--- src/rtl/uart_rx.sv ---
`default_nettype none
// ============================================================================
// Module      : uart_rx
// Description : 16x-oversampled UART receiver (start, DATA_BITS data LSB-first,
//               stop) with majority voting and a valid/ready holding register.
// Revision    : 1.0  initial release
// ============================================================================
module uart_rx #(
    parameter int DATA_BITS   = 8,
    parameter int SYNC_STAGES = 2
) (
    input  logic                 clock,
    input  logic                 reset_n,
    input  logic                 ce_16,
    input  logic                 ser_in,
    output logic [DATA_BITS-1:0] rx_data,
    output logic                 rx_valid,
    input  logic                 rx_ready,
    output logic                 frame_err,
    output logic                 overrun_err,
    output logic                 busy
);

    localparam int c_IDX_W = $clog2(DATA_BITS);
    localparam logic [c_IDX_W-1:0] c_LAST_IDX = c_IDX_W'(DATA_BITS - 1);

    typedef enum logic [1:0] {
        S_IDLE  = 2'd0,
        S_START = 2'd1,
        S_DATA  = 2'd2,
        S_STOP  = 2'd3
    } state_t;

    state_t                 r_state, w_state_nx;
    logic [SYNC_STAGES-1:0] r_sync;
    logic                   w_rxs;
    logic [3:0]             r_tcnt, w_tcnt_nx;
    logic [c_IDX_W-1:0]     r_idx, w_idx_nx;
    logic [DATA_BITS-1:0]   r_shift, w_shift_nx;
    logic                   r_s7, r_s8, w_maj;
    logic                   w_stop_good, w_stop_bad;
    logic                   r_load_good, r_load_bad;

    assign w_rxs = r_sync[SYNC_STAGES-1];
    assign w_maj = (r_s7 & r_s8) | (r_s7 & w_rxs) | (r_s8 & w_rxs);

    always_ff @(posedge clock or negedge reset_n) begin
        if (!reset_n) begin
            r_sync <= '1;
            r_s7   <= 1'b1;
            r_s8   <= 1'b1;
        end else begin
            r_sync <= {r_sync[SYNC_STAGES-2:0], ser_in};
            // The third vote is taken live from w_rxs on the tcnt=9 tick.
            if (ce_16 && r_tcnt == 4'd7) r_s7 <= w_rxs;
            if (ce_16 && r_tcnt == 4'd8) r_s8 <= w_rxs;
        end
    end

    always_comb begin
        w_state_nx  = r_state;
        w_tcnt_nx   = r_tcnt;
        w_idx_nx    = r_idx;
        w_shift_nx  = r_shift;
        w_stop_good = 1'b0;
        w_stop_bad  = 1'b0;
        if (ce_16) begin
            case (r_state)
                S_IDLE: begin
                    if (!w_rxs) begin
                        w_state_nx = S_START;
                        w_tcnt_nx  = 4'd1;
                    end
                end
                S_START: begin
                    w_tcnt_nx = r_tcnt + 4'd1;
                    if (r_tcnt == 4'd9 && w_maj) begin
                        w_state_nx = S_IDLE;
                        w_tcnt_nx  = 4'd0;
                    end else if (r_tcnt == 4'd15) begin
                        w_state_nx = S_DATA;
                        w_idx_nx   = '0;
                    end
                end
                S_DATA: begin
                    w_tcnt_nx = r_tcnt + 4'd1;
                    if (r_tcnt == 4'd9) w_shift_nx = {w_maj, r_shift[DATA_BITS-1:1]};
                    if (r_tcnt == 4'd15) begin
                        if (r_idx == c_LAST_IDX) w_state_nx = S_STOP;
                        else                     w_idx_nx   = r_idx + 1'b1;
                    end
                end
                S_STOP: begin
                    w_tcnt_nx = r_tcnt + 4'd1;
                    if (r_tcnt == 4'd9) begin
                        w_state_nx  = S_IDLE;
                        w_tcnt_nx   = 4'd0;
                        w_stop_good = w_maj;
                        w_stop_bad  = ~w_maj;
                    end
                end
                default: begin
                    w_state_nx = S_IDLE;
                    w_tcnt_nx  = 4'd0;
                end
            endcase
        end
    end

    always_ff @(posedge clock or negedge reset_n) begin
        if (!reset_n) begin
            r_state     <= S_IDLE;
            r_tcnt      <= 4'd0;
            r_idx       <= '0;
            r_shift     <= '0;
            busy        <= 1'b0;
            r_load_good <= 1'b0;
            r_load_bad  <= 1'b0;
        end else begin
            r_state     <= w_state_nx;
            r_tcnt      <= w_tcnt_nx;
            r_idx       <= w_idx_nx;
            r_shift     <= w_shift_nx;
            busy        <= (w_state_nx != S_IDLE);
            r_load_good <= w_stop_good;
            r_load_bad  <= w_stop_bad;
        end
    end

    // Holding register: a load always wins over a simultaneous consume.
    always_ff @(posedge clock or negedge reset_n) begin
        if (!reset_n) begin
            rx_data     <= '0;
            rx_valid    <= 1'b0;
            frame_err   <= 1'b0;
            overrun_err <= 1'b0;
        end else begin
            frame_err   <= r_load_bad;
            overrun_err <= r_load_good & rx_valid & ~rx_ready;
            if (r_load_good) begin
                rx_data  <= r_shift;
                rx_valid <= 1'b1;
            end else if (rx_valid && rx_ready) begin
                rx_valid <= 1'b0;
            end
        end
    end

endmodule
`default_nettype wire
--- config.mk ---
export PLATFORM = sky130hd
export DESIGN_NAME = uart_rx
export DESIGN_NICKNAME = d
export VERILOG_FILES = /design/src/rtl/uart_rx.sv
export SDC_FILE = /design/constraint.sdc
export NUM_CORES = 1
export LEC_CHECK = 0
export CORE_ASPECT_RATIO = 0.75
export CORE_UTILIZATION = 55
export CTS_BUF_LIST = sky130_fd_sc_hd__clkbuf_8
export CTS_CLUSTER_DIAMETER = 120
export CTS_CLUSTER_SIZE = 16
export DETAILED_ROUTE_END_ITERATION = 7
export MAX_ROUTING_LAYER = met4
export PLACE_DENSITY_LB_ADDON = 0.3
export SKIP_CTS_REPAIR_TIMING = 1
export SYNTH_ARGS = -nofsm -noshare
export SYNTH_HDL_FRONTEND = slang
export SYNTH_SLANG_ARGS = --single-unit
export TNS_END_PERCENT = 100
--- constraint.sdc ---
create_clock -name clock -period 2.6 [get_ports clock]
set_input_delay 0.39 -clock clock [delete_from_list [all_inputs] [get_ports clock]]
set_output_delay 0.39 -clock clock [all_outputs]
set_load 0.02 [all_outputs]
==> summary.txt <==
Run status
  – Status: complete, no violations

Synthesis
  – Predominant post-synthesis flop cell: dfrtp_1
  – Post-Synthesis Cells: ~120
  – Mux cell area share after synthesis: 14.5%
  – Syn. warnings: 0
  – Adder-cell area share of the yosys netlist: 4.62%
  – Synth Area in Compound Gates: around 9.2%
  – Number of synthesized flops with an enable pin: 0
  – Post-synth ARST share: 100%
  – Syn nets: between 100 and 150
  – Largest family of logic cells by synthesized area: multiplexers
  – Seq/Total Area, Yosys: 55.2%
  – Post-synthesis simple-gate area fraction: 12.5%
  – Cell Area, Synth: 1600 µm²
  – FF+latch count, synth: 35
  – XOR/XNOR Fraction of Synth Area: 0%
  – Syn Area/Cell: 13.0 µm²
  – Netlist cell types: 37

Pwr
  – Combinational share of power: 25.8%
  – Leakage power: about 0.00086 µW
  – Sw Pwr: 494 µW
  – Clk pwr share: 23.2%
  – Tot Pwr: roughly 1500 µW
  – Worst VDD drop: ~530 µV
  – Int Power: 1010 µW
  – Reg power frac: 51.0%
  – Power per cell area: 819 nW/µm²
  – Net Sw Frac: ~33%

Layout
  – Share of layout cells above drive strength 1: roughly 24%
  – Commonest non-fill, non-tap cells in the layout: dfrtp_1 (31), clkdlybuf4s50_1 (16), nand2_1 (10), mux2_2 (9), mux2_4 (8)
  – Final #Nets: 150
  – Syn-to-layout area delta: 15.0%
  – Finished Layout Cells: 175
  – Number of diodes: 0
  – Leading cell type in the layout, fill and taps excluded: dfrtp_1

Critical path
  – CP Data Arrival Time: 2.08 ns
  – CP Launch Type: flip-flop
  – Critical Path RT: 2.77 ns
  – Worst setup startpoint: r_tcnt[1]
  – Worst R2R End: r_shift[6]
  – Setup Crit Path Kind: reg2reg
  – Register-to-register setup slack: 0.69 ns
  – Crit Path Max Fanout: 8
  – CP endpoint: r_shift[6]
  – R2R Path Start: r_tcnt[1]
  – Worst Reg-to-Reg Cells: 5
  – Worst setup EP type: flip-flop

STA
  – Max Slew Vio Count: 0
  – Min Tclk post-route: 1.91 ns
  – Skew final: 0.00486 ns
  – Maximum clock rate: 523 MHz
  – Setup TNS: 0 ns
  – Setup violators final: 0
  – Fin. Hold Viols: 0
  – Worst Tran Pin Value: 0.503 ns
  – Final worst path period share: between 70 and 80%
  – Final setup margin: 0.690 ns
  – Slew margin rel.: 66.5%
  – RSZ-0062 raised after global routing: false

Placed design
  – Detailed placer's ending HPWL: between 1500 and 2000 µm
  – Port buffer count: 16
  – DP Worst Slack: roughly 0.49 ns
  – GPL Wtd Cong: 0.796
  – Placed Instances: between 150 and 200

Routing
  – Vias per Instance: between 5 and 6
  – TritonRoute pass-1 iters: 4
  – Post-route DRC: 0
  – Post-DRT Antenna Nets: 0
  – DR WL/cell: between 15 and 20 µm
  – Vias: between 900 and 1000
  – Post-Route WL: roughly 2700 µm
  – Iter 0 DRT Violations: 44

Clock tree
  – CTS buffer count: 5
  – Clock tree sinks: 35
  – CTS clk-pin slew, worst paths: 0.07 ns
  – Deepest clock path buffer count: 2
  – CTS root buf: clkbuf_8
  – CTS tree: yes
  – Worst-Skew Late Latency: approximately 0.29 ns
  – H-tree level count: 2

Run
  – Max-Cap Viols: 0

GRT
  – Total global-route track usage: between 20% and 30%
  – Grt ovf: 0
  – Initial antenna violation count: 0
  – First-pass GRT wire length: 4750 µm
  – Vias in the first global route: 992
  – Largest net degree at the start of global routing: 36

Floorplan
  – IO Pins: 17
  – Cell row count: 16
  – Core area: around 2700 µm²
  – Effective utilization at floorplan: 59.5%
  – Die Wd: 64.2 µm
  – Die H: 48.7 µm
  – Die area: 3120 µm²

Worst hold path
  – Worst min path class: reg2reg
[layout make-up]
| class | instances | area [µm²] |
|---|---|---|
| well taps | 36 | 45.0 |
| clock inverters | 1 | 3.75 |
| multi-input cells | 76 | 652 |
| fillers | 198 | 846 |
| clock buffers | 5 | 68.8 |
| inverters | 5 | 18.8 |
| repair buffers | 17 | 168 |
| flip-flops and latches | 35 | 881 |
[worst max-delay path, stage by stage, from the launching register on]
cell	delay, ns
dfrtp_1	0.41
inv_1	0.10
ha_1	0.17
and3b_1	0.24
and4b_1	0.54
mux2_4	0.35
[metrics by stage]
step           utilization, %  cell area (µm²)  hold WS [ns]
2_1_floorplan               -             1600        0.0944
3_3_place_gp             65.8             1760         0.333
3_5_place_dp             65.8             1760         0.345
4_1_cts                  68.5             1840         0.361
5_1_grt                  68.5             1840         0.364
6_report                 68.5             1840         0.358
[kinds of logic after synthesis]
family | count (synthesis)
AO/OA/AOI/OAI | 20
adder cells (fa/ha/maj) | 6
buffers and inverters | 12
flip-flops | 35
multiplexers | 18
AND/OR/NAND/NOR | 32
[registers in the layout, summed over array words and instances, names as in the netlist, 2 cells and up]
name,count
rx_data,8
r_idx,3
r_state,2
r_tcnt,4
r_sync,2
r_shift,8
[cells in the mapped netlist, types with 2 or more instances]
library cell   n  area share (%)
dfrtp_1       31              49
nand2_1       10             2.4
mux2_2         9             6.3
mux2_4         8             7.5
ha_1           5             3.9
inv_1          5             1.2
o21ai_1        5             1.6
dfstp_2        4             6.6
nand3_1        4             1.3
a21o_1         3             1.4
buf_2          3            0.94
nand3b_1       3             1.4
o21ai_0        3            0.94
a22oi_1        2            0.94
and3_1         2            0.78
buf_6          2             1.4
clkbuf_1       2            0.47
nand4b_1       2             1.1
or2_1          2            0.78
[power groups by stage]
stage / combinational (µW) / clock (µW) / sequential, µW
2_1_floorplan: 342 / 0 / 722
3_3_place_gp: 363 / 0 / 766
3_5_place_dp: 388 / 0 / 776
4_1_cts: 390 / 362 / 767
5_1_grt: 437 / 384 / 788
6_report: 388 / 348 / 767
[routing by layer]
metal	GRT usage (%)	vias up	share of wire, %
met5	-	-	0
met4	10.4	0	0.89
met3	6.37	4	5.6
met2	29.8	24	46
met1	28.2	483	47
li1	-	468	-
[how the worst min path moves through the flow]
stage	startpoint	depth (start not counted)	slack (ns)	to
global route	r_sync[0]	0	0.36	r_sync[1]
CTS	r_sync[0]	0	0.36	r_sync[1]
detailed placement	r_load_bad	0	0.35	frame_err
floorplan	reset_n	0	0.09	busy
global placement	r_load_bad	0	0.33	frame_err
finish	r_sync[0]	0	0.36	r_sync[1]
Power figures use the tool's default switching activity.
